**config.mk**
```make
export PLATFORM = sky130hd
export DESIGN_NAME = led_pattern_source
export DESIGN_NICKNAME = d
export VERILOG_FILES = /design/src/rtl/led_pattern_source.sv
export SDC_FILE = /design/constraint.sdc
export NUM_CORES = 1
export LEC_CHECK = 0
export CAP_MARGIN = 10
export CELL_PAD_IN_SITES_DETAIL_PLACEMENT = 0
export CELL_PAD_IN_SITES_GLOBAL_PLACEMENT = 1
export CORE_MARGIN = 4
export CORE_UTILIZATION = 40
export DETAILED_ROUTE_END_ITERATION = 10
export PLACE_DENSITY_LB_ADDON = 0.1
export SYNTH_ARGS = -nofsm -noshare
export SYNTH_HDL_FRONTEND = slang
export SYNTH_SLANG_ARGS = --single-unit
```
**constraint.sdc**
```tcl
create_clock -name clk_in -period 3.3 [get_ports clk_in]
set_input_delay 0.825 -clock clk_in [delete_from_list [all_inputs] [get_ports clk_in]]
set_output_delay 0.825 -clock clk_in [all_outputs]
set_load 0.02 [all_outputs]
```
**src/rtl/led_pattern_source.sv**
```systemverilog
// Pattern generator feeding the 4-bit LED register: ticked pattern advance,
// debounced button for mode select, and a one-cycle load strobe on every write.
module led_pattern_source #(
    parameter int TICK_BITS     = 22,
    parameter int DEBOUNCE_BITS = 16
) (
    input  logic       clk_in,
    input  logic       rstn,
    input  logic       btn,
    output logic [3:0] din,
    output logic       load,
    output logic [1:0] mode
);

    localparam logic [1:0] MODE_COUNT  = 2'd0;
    localparam logic [1:0] MODE_SHIFT  = 2'd1;
    localparam logic [1:0] MODE_BOUNCE = 2'd2;
    localparam logic [1:0] MODE_TOGGLE = 2'd3;
    localparam logic       DIR_LEFT    = 1'b0;
    localparam logic       DIR_RIGHT   = 1'b1;

    logic                     r_s1;
    logic                     r_s2;
    logic                     r_stable;
    logic [DEBOUNCE_BITS-1:0] r_db_cnt;
    logic [TICK_BITS-1:0]     r_tick_cnt;
    logic [3:0]               r_din;
    logic                     r_load;
    logic [1:0]               r_mode;
    logic                     r_dir;

    logic                     w_db_diff;
    logic                     w_db_done;
    logic                     w_press;
    logic                     w_tick;
    logic [1:0]               w_next_mode;
    logic [3:0]               w_seed;
    logic [3:0]               w_adv;
    logic                     w_adv_dir;

    assign w_db_diff   = (r_s2 != r_stable);
    assign w_db_done   = w_db_diff && (&r_db_cnt);
    // Only a rising stable level is a press; a release just updates stable.
    assign w_press     = w_db_done && r_s2;
    assign w_tick      = &r_tick_cnt;
    assign w_next_mode = r_mode + 2'd1;

    always_comb begin
        w_seed = 4'b0000;
        case (w_next_mode)
            MODE_COUNT:  w_seed = 4'b0000;
            MODE_SHIFT:  w_seed = 4'b0001;
            MODE_BOUNCE: w_seed = 4'b0001;
            MODE_TOGGLE: w_seed = 4'b0101;
            default:     w_seed = 4'b0000;
        endcase
    end

    always_comb begin
        w_adv     = r_din;
        w_adv_dir = r_dir;
        case (r_mode)
            MODE_COUNT: w_adv = r_din + 4'd1;
            MODE_SHIFT: w_adv = {r_din[2:0], r_din[3]};
            MODE_BOUNCE: begin
                // The end positions reflect back one step rather than stalling.
                if (r_dir == DIR_LEFT) begin
                    if (r_din == 4'b1000) begin
                        w_adv     = 4'b0100;
                        w_adv_dir = DIR_RIGHT;
                    end else begin
                        w_adv = {r_din[2:0], 1'b0};
                    end
                end else begin
                    if (r_din == 4'b0001) begin
                        w_adv     = 4'b0010;
                        w_adv_dir = DIR_LEFT;
                    end else begin
                        w_adv = {1'b0, r_din[3:1]};
                    end
                end
            end
            MODE_TOGGLE: w_adv = ~r_din;
            default:     w_adv = r_din;
        endcase
    end

    always_ff @(posedge clk_in) begin
        if (!rstn) begin
            r_s1       <= 1'b0;
            r_s2       <= 1'b0;
            r_stable   <= 1'b0;
            r_db_cnt   <= '0;
            r_tick_cnt <= '0;
            r_din      <= 4'b0000;
            r_load     <= 1'b0;
            r_mode     <= MODE_COUNT;
            r_dir      <= DIR_LEFT;
        end else begin
            r_s1 <= btn;
            r_s2 <= r_s1;

            if (w_db_done) begin
                r_stable <= r_s2;
                r_db_cnt <= '0;
            end else if (w_db_diff) begin
                r_db_cnt <= r_db_cnt + 1'b1;
            end else begin
                r_db_cnt <= '0;
            end

            r_load <= w_press | w_tick;

            // A press wins over a coincident tick and restarts the tick period.
            if (w_press) begin
                r_mode     <= w_next_mode;
                r_din      <= w_seed;
                r_dir      <= DIR_LEFT;
                r_tick_cnt <= '0;
            end else begin
                r_tick_cnt <= r_tick_cnt + 1'b1;
                if (w_tick) begin
                    r_din <= w_adv;
                    r_dir <= w_adv_dir;
                end
            end
        end
    end

    assign din  = r_din;
    assign load = r_load;
    assign mode = r_mode;

endmodule
```
==> flow_metrics.tcl, run 1 <==
set metrics [dict create \
    die_w_um 85.2 \
    internal_power_uw 772 \
    power_spent_charging_and_discharging_nets_uw 209 \
    rows 27 \
    cp_cell_sequence "clkdlybuf4s50_1" \
    routed_wire_length_per_instance_um 11.5 \
    post_cts_resize_count 0 \
    timing.final.setup_violations 0 \
    drc 0 \
    start_kind "register" \
    synth_compound_gate_area_share_pct 5.57 \
    yosys_warnings 0 \
    grt_pass1_vias 1606 \
    final_antenna_net_count 0 \
    die_area_um2 7250 \
    p_leak_uw 0.000985 \
    floorplan.initialDensity_pct 42.2 \
    synthSimpleGateAreaFrac_pct 28.8 \
    worst_ep_required_time_ps 2470 \
    cts_buffers 5 \
    power.share.sequential_pct 61.1 \
    synth_instances 262 \
    status "complete, no violations" \
    wl_mm 3.94 \
    relSlewSlack_pct 67.0 \
    post_synth_xor_area_fraction_pct 12.9 \
    postSynthAreaPerCell_um2 9.09 \
    clockRootBuffer "sky130_fd_sc_hd__clkbuf_8" \
    critPathArrivalTime_ps 1500 \
    clock_insertion_delay_worst_skew_ps 300 \
    synth_area_um2 2380 \
    timing.critical_path.max_delay_family "buffers and inverters" \
    cpPeakStageDelay_ps 680 \
    synth_cell_types 42 \
    switching_share_pct 21.3 \
    rsz_0062_raised_after_global_routing "false" \
    fraction_of_layout_cells_with_a_size_suffix_above_1_pct 7.04 \
    dr_total_vias 1706 \
    placement.cell_area_um2 2510 \
    fin_setup_tns_ps 0 \
    worstPathBufferInverterCount 1 \
    fp.dieH_um 85.2 \
    area.sequential_um2 981 \
    num_io_pins 10 \
    hold_ws_ps 439 \
    timing.final.crit_period_ps 2320 \
    grtUsageTotal_pct 12.0 \
    dominantRegCellSynth "sky130_fd_sc_hd__dfxtp_1" \
    cts_tree "yes" \
    dr.pass1.iters 4 \
    layout.cell_area.non_filler_um2 2610 \
    p_clk_share_pct 37.1 \
    routabilityCongestion 0.717 \
    synth_async_sr_flop_share_pct 0 \
    insertedDiodeCount 0 \
    max_freq_mhz 431 \
    crit_slowest_cell "sky130_fd_sc_hd__clkdlybuf4s50_1" \
    min_period_over_period_pct 70.3 \
    avgViaCountPerCell 4.99 \
    detail_route.iter0.violations 35 \
    place.detailed.hpwl_mm 2.79 \
    critPathKind "reg -> out" \
    synth-edff-count 0 \
    pwr_density_cell_nw_per_um2 377 \
    synth_top_area_share_pct 41.2 \
    share_comb_of_total_power_pct 1.8 \
    multi_input_comb_area_um2 1310 \
    grt_max_degree 27 \
    ys_top_cells_by_area "sky130_fd_sc_hd__dfxtp_1 41%, sky130_fd_sc_hd__xor2_1 9.2%, sky130_fd_sc_hd__nor2_1 7.6%" \
    holdCritPathClass "reg -> reg" \
    timing.max_cap.violations 0 \
    slew_violations 0 \
    total_number_of_h_tree_levels 2 \
    main_combinational_cell_family_by_area_after_synthesis "simple AND/OR/NAND/NOR gates" \
    grt_antenna_before_repair 0 \
    synth.yosys.seq_area_share_pct 41.2 \
    filler_cell_count_in_the_final_layout 581 \
    hold_buffers 0 \
    synth.net_count 274 \
    cts_post_setup_buffers_inserted 0 \
    yosys-mux-area-fraction_pct 3.00 \
    synth_adder_area_share_pct 4.73 \
    clock_sink_count 49 \
    timing.final.hold_violations 0 \
    globalRouteOverflowTotal 0 \
    yosys_register_bits 49 \
    netlist.top_cell.by_area "sky130_fd_sc_hd__dfxtp_1" \
    finClkSkew_ps 7.61 \
    clkTransAtPathRegs_ps 80 \
    cts-root-to-sink-buffers 2 \
    port-buffer-count 9 \
    vdd.ir_drop.worst_uv 183 \
    design.final.nets 281 \
    flow.area_growth_from_synthesis_pct 9.41 \
    worstMarginPinSlew_ps 493 \
    core-area_um2 5640 \
    first_pass_grt_wire_length_mm 7.18 \
    critical_path.endpoint_type "output port" \
    critical_path.max_fanout 10 \
]
==> flip-flops by register name, indices dropped and copies added (netlist names) <==
signal      count
r_tick_cnt     22
load            1
r_dir           1
mode            2
r_s1            1
r_stable        1
din             4
r_db_cnt       16
r_s2            1
==> through the flow <==
step	utilization (%)	setup slack, ps	power [µW]	std cells
after floorplan	-	1570	628	262
after global placement	44.5	958	632	334
after detailed placement	44.5	899	632	334
after CTS	46.2	943	1010	342
after global routing	46.2	862	1030	342
final	46.2	979	982	342
==> cells in the mapped netlist (2+ instances only) <==
cell / n
sky130_fd_sc_hd__ha_1: 9
sky130_fd_sc_hd__nor4_4: 2
sky130_fd_sc_hd__buf_4: 3
sky130_fd_sc_hd__nor2b_1: 7
sky130_fd_sc_hd__nand2_1: 12
sky130_fd_sc_hd__o21a_1: 2
sky130_fd_sc_hd__nand4_1: 6
sky130_fd_sc_hd__mux2i_1: 6
sky130_fd_sc_hd__xnor2_1: 10
sky130_fd_sc_hd__a21oi_1: 3
sky130_fd_sc_hd__o221ai_1: 2
sky130_fd_sc_hd__and4_1: 2
sky130_fd_sc_hd__and3_1: 7
sky130_fd_sc_hd__nand4_4: 2
sky130_fd_sc_hd__xor2_1: 25
sky130_fd_sc_hd__inv_1: 10
sky130_fd_sc_hd__nand3_1: 25
sky130_fd_sc_hd__dfxtp_1: 49
sky130_fd_sc_hd__clkbuf_1: 5
sky130_fd_sc_hd__nor2_1: 48
sky130_fd_sc_hd__nor3_1: 2
sky130_fd_sc_hd__o22ai_1: 3
sky130_fd_sc_hd__and2_1: 3
==> routing by layer <==
layer / up-vias / share of wire [%] / track usage (%)
met4: 0 / 1.0 / 5.18
met3: 4 / 2.8 / 2.91
li1: 894 / - / -
met2: 19 / 45 / 17.8
met1: 789 / 52 / 16.4
met5: - / 0 / 0
==> worst paths after layout <==
path                            cells past startpoint   startpoint     end  slack, ps
worst max-delay path                                1       din[3]  din[3]        980
worst max register to register                      6  r_db_cnt[0]  din[2]       1200
worst min register to register                      1         r_s1    r_s2        440
worst min-delay path                                1         r_s1    r_s2        440
==> logic make-up after synthesis <==
group | count (synthesis)
xor+xnor | 35
fa+ha+maj | 9
flops | 49
simple gates | 125
compound gates | 18
mux | 7
buf+inv | 19
==> cells in the final DEF (no fill, tap or decap), types with 2 or more instances in the layout <==
cell type and instances:
sky130_fd_sc_hd__dfxtp_1 49, sky130_fd_sc_hd__nor2_1 48, sky130_fd_sc_hd__nand3_1 25, sky130_fd_sc_hd__xor2_1 25, sky130_fd_sc_hd__nand2_1 12, sky130_fd_sc_hd__inv_1 10, sky130_fd_sc_hd__xnor2_1 10, sky130_fd_sc_hd__ha_1 9
sky130_fd_sc_hd__clkdlybuf4s50_1 9, sky130_fd_sc_hd__nor2b_1 7, sky130_fd_sc_hd__and3_1 7, sky130_fd_sc_hd__nand4_1 6, sky130_fd_sc_hd__mux2i_1 6, sky130_fd_sc_hd__clkbuf_8 6, sky130_fd_sc_hd__and2_1 3, sky130_fd_sc_hd__a21oi_1 3
sky130_fd_sc_hd__o22ai_1 3, sky130_fd_sc_hd__nor4_4 2, sky130_fd_sc_hd__nand4_4 2, sky130_fd_sc_hd__and4_1 2, sky130_fd_sc_hd__o221ai_1 2, sky130_fd_sc_hd__o21a_1 2, sky130_fd_sc_hd__nor3_1 2
==> power groups by stage <==
stage	registers (µW)	logic [µW]	clock network, µW
finish	600	18.1	364
global route	600	21.2	408
CTS	600	18.8	387
detailed placement	613	18.7	0
global placement	613	19.2	0
floorplan	612	15.6	0
==> final cells by class <==
cell class / instances / area share (%)
clock buffer: 6 / 3.17
inverter: 10 / 1.44
sequential: 49 / 37.7
multi-input combinational: 194 / 50.3
timing repair buffer: 9 / 3.46
tap: 72 / 3.46
clock inverter: 2 / 0.528
Note: power is estimated with default switching activity, not from simulation.
==> run 2: changes to the inputs <==
clock period = 2.1 ns   (was 3.3 ns; I/O delays follow)
==> run 2 against run 1 <==
  * Die area unchanged
  * Non-clock buffer count increased by 7
  * Flip-flop and latch count unchanged
  * Sequential share of layout area decreased by 1.6 points
  * Routed wire length increased by 1.9%
  * Clock power increased by 110%
  * Setup slack got worse by 810 ps
  * Total power increased by 79%
  * Utilization increased by 2.0 points
  * First-iteration DRC count increased by 40%
  * Worst hold slack improved by 4.3 ps
  * Design area increased by 4.4%
  * Critical endpoint is now din[1]
  * Largest cell class unchanged
  * Largest power group unchanged
==> flow_metrics.tcl, run 2 (same netlist as run 1, synthesis figures left out) <==
set metrics [dict create \
    status "complete, no violations" \
    vdd.ir_drop.worst_uv 402 \
    critPathKind "reg -> out" \
    timing.final.setup_violations 0 \
    total_number_of_h_tree_levels 2 \
    place.detailed.hpwl_mm 2.87 \
    worst_ep_required_time_ps 1570 \
    fraction_of_layout_cells_with_a_size_suffix_above_1_pct 9.39 \
    die_area_um2 7250 \
    critPathArrivalTime_ps 1410 \
    crit_slowest_cell "sky130_fd_sc_hd__clkdlybuf4s50_1" \
    fp.dieH_um 85.2 \
    max_freq_mhz 518 \
    critPathLaunch "din[1]" \
    start_kind "register" \
    slew_violations 0 \
    avgViaCountPerCell 4.86 \
    timing.final.crit_period_ps 1930 \
    flow.area_growth_from_synthesis_pct 14.2 \
    layout.cells.most_common "sky130_fd_sc_hd__dfxtp_1" \
    routabilityCongestion 0.699 \
    multi_input_comb_area_um2 1310 \
    hold_buffers 0 \
    cts-root-to-sink-buffers 2 \
    holdCritPathClass "reg -> reg" \
    hold_start "r_s1" \
    timing.critical_path.max_delay_family "buffers and inverters" \
    critical_path.endpoint_type "output port" \
    routed_wire_length_per_instance_um 11.5 \
    ff2ff_setup_slack_ps 250 \
    fin_setup_tns_ps 0 \
    cts_buffers 5 \
    clock_sink_count 49 \
    grt_pass1_vias 1667 \
    layout_common_cells "49 x sky130_fd_sc_hd__dfxtp_1, 48 x sky130_fd_sc_hd__nor2_1, 25 x sky130_fd_sc_hd__nand3_1, 25 x sky130_fd_sc_hd__xor2_1, 12 x sky130_fd_sc_hd__nand2_1" \
    cts_post_setup_buffers_inserted 0 \
    p_leak_uw 0.00105 \
    cpPeakStageDelay_ps 650 \
    drc 0 \
    insertedDiodeCount 0 \
    finClkSkew_ps 8.97 \
    grt_max_degree 25 \
    relSlewSlack_pct 74.7 \
    cp_cell_sequence "clkdlybuf4s50_1" \
    timing.hold.worst_path_depth 1 \
    largest_register_ffs 22 \
    reg2reg_depth 7 \
    area.sequential_um2 981 \
    worstMarginPinSlew_ps 377 \
    design.final.nets 288 \
    final_antenna_net_count 0 \
    filler_cell_count_in_the_final_layout 545 \
    core-area_um2 5640 \
    rows 27 \
    regMostFlops "r_tick_cnt" \
    grt_antenna_before_repair 0 \
    pwr_density_cell_nw_per_um2 647 \
    final_core_util_pct 48.2 \
    clockRootBuffer "sky130_fd_sc_hd__clkbuf_8" \
    grtUsageTotal_pct 12.1 \
    r2r_end "r_dir" \
    die_w_um 85.2 \
    whs_endpoint "r_s2" \
    post_cts_resize_count 0 \
    clock_insertion_delay_worst_skew_ps 300 \
    clkTransAtPathRegs_ps 90 \
    globalRouteOverflowTotal 0 \
    timing.max_cap.violations 0 \
    timing.final.hold_violations 0 \
    critical_path.reg2reg.startpoint "r_db_cnt[0]" \
    dr.pass1.iters 4 \
    critical_path.max_fanout 6 \
    wl_mm 4.02 \
    detail_route.iter0.violations 49 \
    min_period_over_period_pct 92.0 \
    num_io_pins 10 \
    floorplan.initialDensity_pct 42.2 \
    port-buffer-count 9 \
    rsz_0062_raised_after_global_routing "false" \
    first_pass_grt_wire_length_mm 7.29 \
    cts_tree "yes" \
    dr_total_vias 1696 \
    worstPathBufferInverterCount 1 \
]
[run 2: through the flow]
| stage | area [µm²] | hold WS (ps) | worst slack, ps | total power [µW] | std cells |
|---|---|---|---|---|---|
| after floorplan | 2380 | 412 | 365 | 987 | 262 |
| after global placement | 2590 | 414 | 297 | 1000 | 341 |
| after detailed placement | 2590 | 422 | 244 | 1000 | 341 |
| after CTS | 2720 | 443 | 142 | 1800 | 349 |
| after global routing | 2720 | 483 | 93.3 | 1840 | 349 |
| final | 2720 | 443 | 168 | 1760 | 349 |
[run 2: report_power, final]
| group | internal (µW) | total [µW] | leakage (µW) | switching (µW) |
|---|---|---|---|---|
| clock network | 473 | 781 | 0.0000681 | 308 |
| registers | 936 | 942 | 0.000396 | 6.68 |
| logic | 17.9 | 37.6 | 0.000585 | 19.6 |
[run 2: cell type report]
class                           count  area share, %
Sequential cell                    49           36.1
Tap cell                           72           3.31
Timing Repair Buffer               16           6.16
Inverter                           10           1.38
Clock buffer                        5           2.53
Multi-Input combinational cell    194           48.2
Clock inverter                      3           2.39
[run 2: worst max path at each step]
stage             endpoint  slack [ps]  cells past startpoint
6_report            din[1]         170                      1
4_1_cts             din[1]         140                      1
3_5_place_dp         r_dir         240                      7
2_1_floorplan  r_db_cnt[8]         370                      8
5_1_grt              r_dir          90                      7
3_3_place_gp        din[0]         300                      7
[run 2: layer usage]
layer | share of wire [%] | track usage [%]
met4 | 0.67 | 4.46
met3 | 2.8 | 3.20
met2 | 42 | 18.5
met1 | 54 | 16.4
met5 | 0 | 0
==> run 3: changes to the inputs <==
SETUP_SLACK_MARGIN = 0.1   (was not set)
==> run 3 against run 2 <==
  * Register-to-register slack better by 20 ps
  * Non-clock buffer count unchanged
  * Flip-flop and latch count unchanged
  * Sequential share of layout area about the same
  * Die area unchanged
  * Critical path depth unchanged
  * Highest routed layer unchanged
==> flow_metrics.tcl, run 3 (same netlist as run 1, synthesis figures left out) <==
set metrics [dict create \
    status "complete, no violations" \
    cp_cell_sequence "clkdlybuf4s50_1" \
    pwr_density_cell_nw_per_um2 647 \
    design.final.nets 288 \
    wl_mm 4.01 \
    holdCritPathClass "reg -> reg" \
    largest_register_ffs 22 \
    p_clk_share_pct 44.4 \
    port-buffer-count 9 \
    start_kind "register" \
    grt_antenna_before_repair 0 \
    die_w_um 85.2 \
    fraction_of_layout_cells_with_a_size_suffix_above_1_pct 9.39 \
    finClkSkew_ps 8.97 \
    cts_buffers 5 \
    cts_tree "yes" \
    die_area_um2 7250 \
    fp.dieH_um 85.2 \
    worst_ep_required_time_ps 1570 \
    avgViaCountPerCell 4.85 \
    flow.area_growth_from_synthesis_pct 14.3 \
    hold_buffers 0 \
    filler_cell_count_in_the_final_layout 547 \
    worstMarginPinSlew_ps 378 \
    grt_max_degree 25 \
    grt_pass1_vias 1667 \
    timing.max_cap.violations 0 \
    vdd.ir_drop.worst_uv 402 \
    timing.final.hold_violations 0 \
    num_io_pins 10 \
    placement.cell_area_um2 2590 \
    timing.final.crit_period_ps 1890 \
    critical_path.max_fanout 5 \
    cts_post_setup_buffers_inserted 0 \
    first_pass_grt_wire_length_mm 7.29 \
    critPathArrivalTime_ps 1370 \
    detail_route.iter0.violations 49 \
    cts-root-to-sink-buffers 2 \
    layout.cell_area.non_filler_um2 2720 \
    met2RoutedLength_mm 1.70 \
    dr_total_vias 1694 \
    clockRootBuffer "sky130_fd_sc_hd__clkbuf_8" \
    highest_layer "met4" \
    critical_path.endpoint_type "output port" \
    share_comb_of_total_power_pct 2.1 \
    clock_sink_count 49 \
    timing.final.setup_violations 0 \
    postLayoutSetupSlackWorst_ps 208 \
    floorplan.initialDensity_pct 42.2 \
    globalRouteOverflowTotal 0 \
    clock_insertion_delay_worst_skew_ps 300 \
    regMostFlops "r_tick_cnt" \
    area.sequential_um2 981 \
    place.detailed.hpwl_mm 2.87 \
    timing.critical_path.max_delay_family "buffers and inverters" \
    cpPeakStageDelay_ps 640 \
    dpl_worst_slack_ps 244 \
    power.share.sequential_pct 53.5 \
    dr.pass1.iters 4 \
    met1_wire_length_mm 2.16 \
    internal_power_uw 1430 \
    routabilityCongestion 0.699 \
    routed_wire_length_per_instance_um 11.5 \
    power_spent_charging_and_discharging_nets_uw 335 \
    critPathKind "reg -> out" \
    min_period_over_period_pct 90.1 \
    grtUsageTotal_pct 12.1 \
    clkTransAtPathRegs_ps 80 \
    layout_common_cells "49 x sky130_fd_sc_hd__dfxtp_1, 48 x sky130_fd_sc_hd__nor2_1, 25 x sky130_fd_sc_hd__nand3_1, 25 x sky130_fd_sc_hd__xor2_1, 12 x sky130_fd_sc_hd__nand2_1" \
    multi_input_comb_area_um2 1310 \
    slew_violations 0 \
    core-area_um2 5640 \
    switching_share_pct 19.0 \
    relSlewSlack_pct 74.6 \
    drc 0 \
    crit_slowest_cell "sky130_fd_sc_hd__clkdlybuf4s50_1" \
    insertedDiodeCount 0 \
    final_antenna_net_count 0 \
    layout.cells.most_common "sky130_fd_sc_hd__dfxtp_1" \
    total_number_of_h_tree_levels 2 \
    p_leak_uw 0.00107 \
    rsz_0062_raised_after_global_routing "false" \
    rows 27 \
    fin_setup_tns_ps 0 \
    met3WireLength_um 112 \
    post_cts_resize_count 0 \
    max_freq_mhz 528 \
    worstPathBufferInverterCount 1 \
]
-- run 3: changes by cell type in the layout (fill, tap and decap cells not counted) --
cell / before / now
sky130_fd_sc_hd__clkdlybuf4s50_1: 9 / 8
sky130_fd_sc_hd__dlymetal6s2s_1: 0 / 1
-- run 3: worst reg2reg max path, delay by kind of cell, from the launching register on --
family	cells	cell delay, ps
flip-flops	1	380
adder cells (fa/ha/maj)	1	220
buffers and inverters	2	280
AND/OR/NAND/NOR	4	840
-- run 3: layer usage --
metal / global-route usage (%) / vias to the layer above
li1: - / 909
met1: 16.4 / 764
met3: 3.20 / 4
met4: 4.46 / 0
met2: 18.5 / 17
met5: 0 / -
-- run 3: layout make-up --
| cell class | instances | share of cell area [%] |
|---|---|---|
| clock buffers | 5 | 2.53 |
| well taps | 72 | 3.31 |
| clock inverters | 3 | 2.39 |
| repair buffers | 16 | 6.25 |
| flip-flops and latches | 49 | 36.0 |
| inverters | 10 | 1.38 |
| multi-input cells | 194 | 48.1 |
-- run 3: stage by stage --
stage          util, %  std cells  hold WS [ps]  total power, µW
3_5_place_dp      45.8        341           422             1000
4_1_cts           48.2        349           443             1800
3_3_place_gp      45.8        341           414             1000
5_1_grt           48.3        349           483             1840
2_1_floorplan        -        262           412              987
6_report          48.3        349           443             1760
-- run 3: path summary, 6_finish.rpt --
path	start	end	slack, ps	cells after the start
setup reg to reg	r_db_cnt[0]	r_dir	270	7
setup / recovery	mode[0]	mode[0]	210	1
hold / removal	r_s1	r_s2	440	1
hold reg to reg	r_s1	r_s2	440	1
-- run 3: power groups by stage --
stage	registers, µW	clock network (µW)	logic [µW]
final	942	781	37.6
after CTS	942	815	38.2
after global placement	964	0	37.9
after floorplan	962	0	24.5
after detailed placement	964	0	38.0
after global routing	944	855	42.1
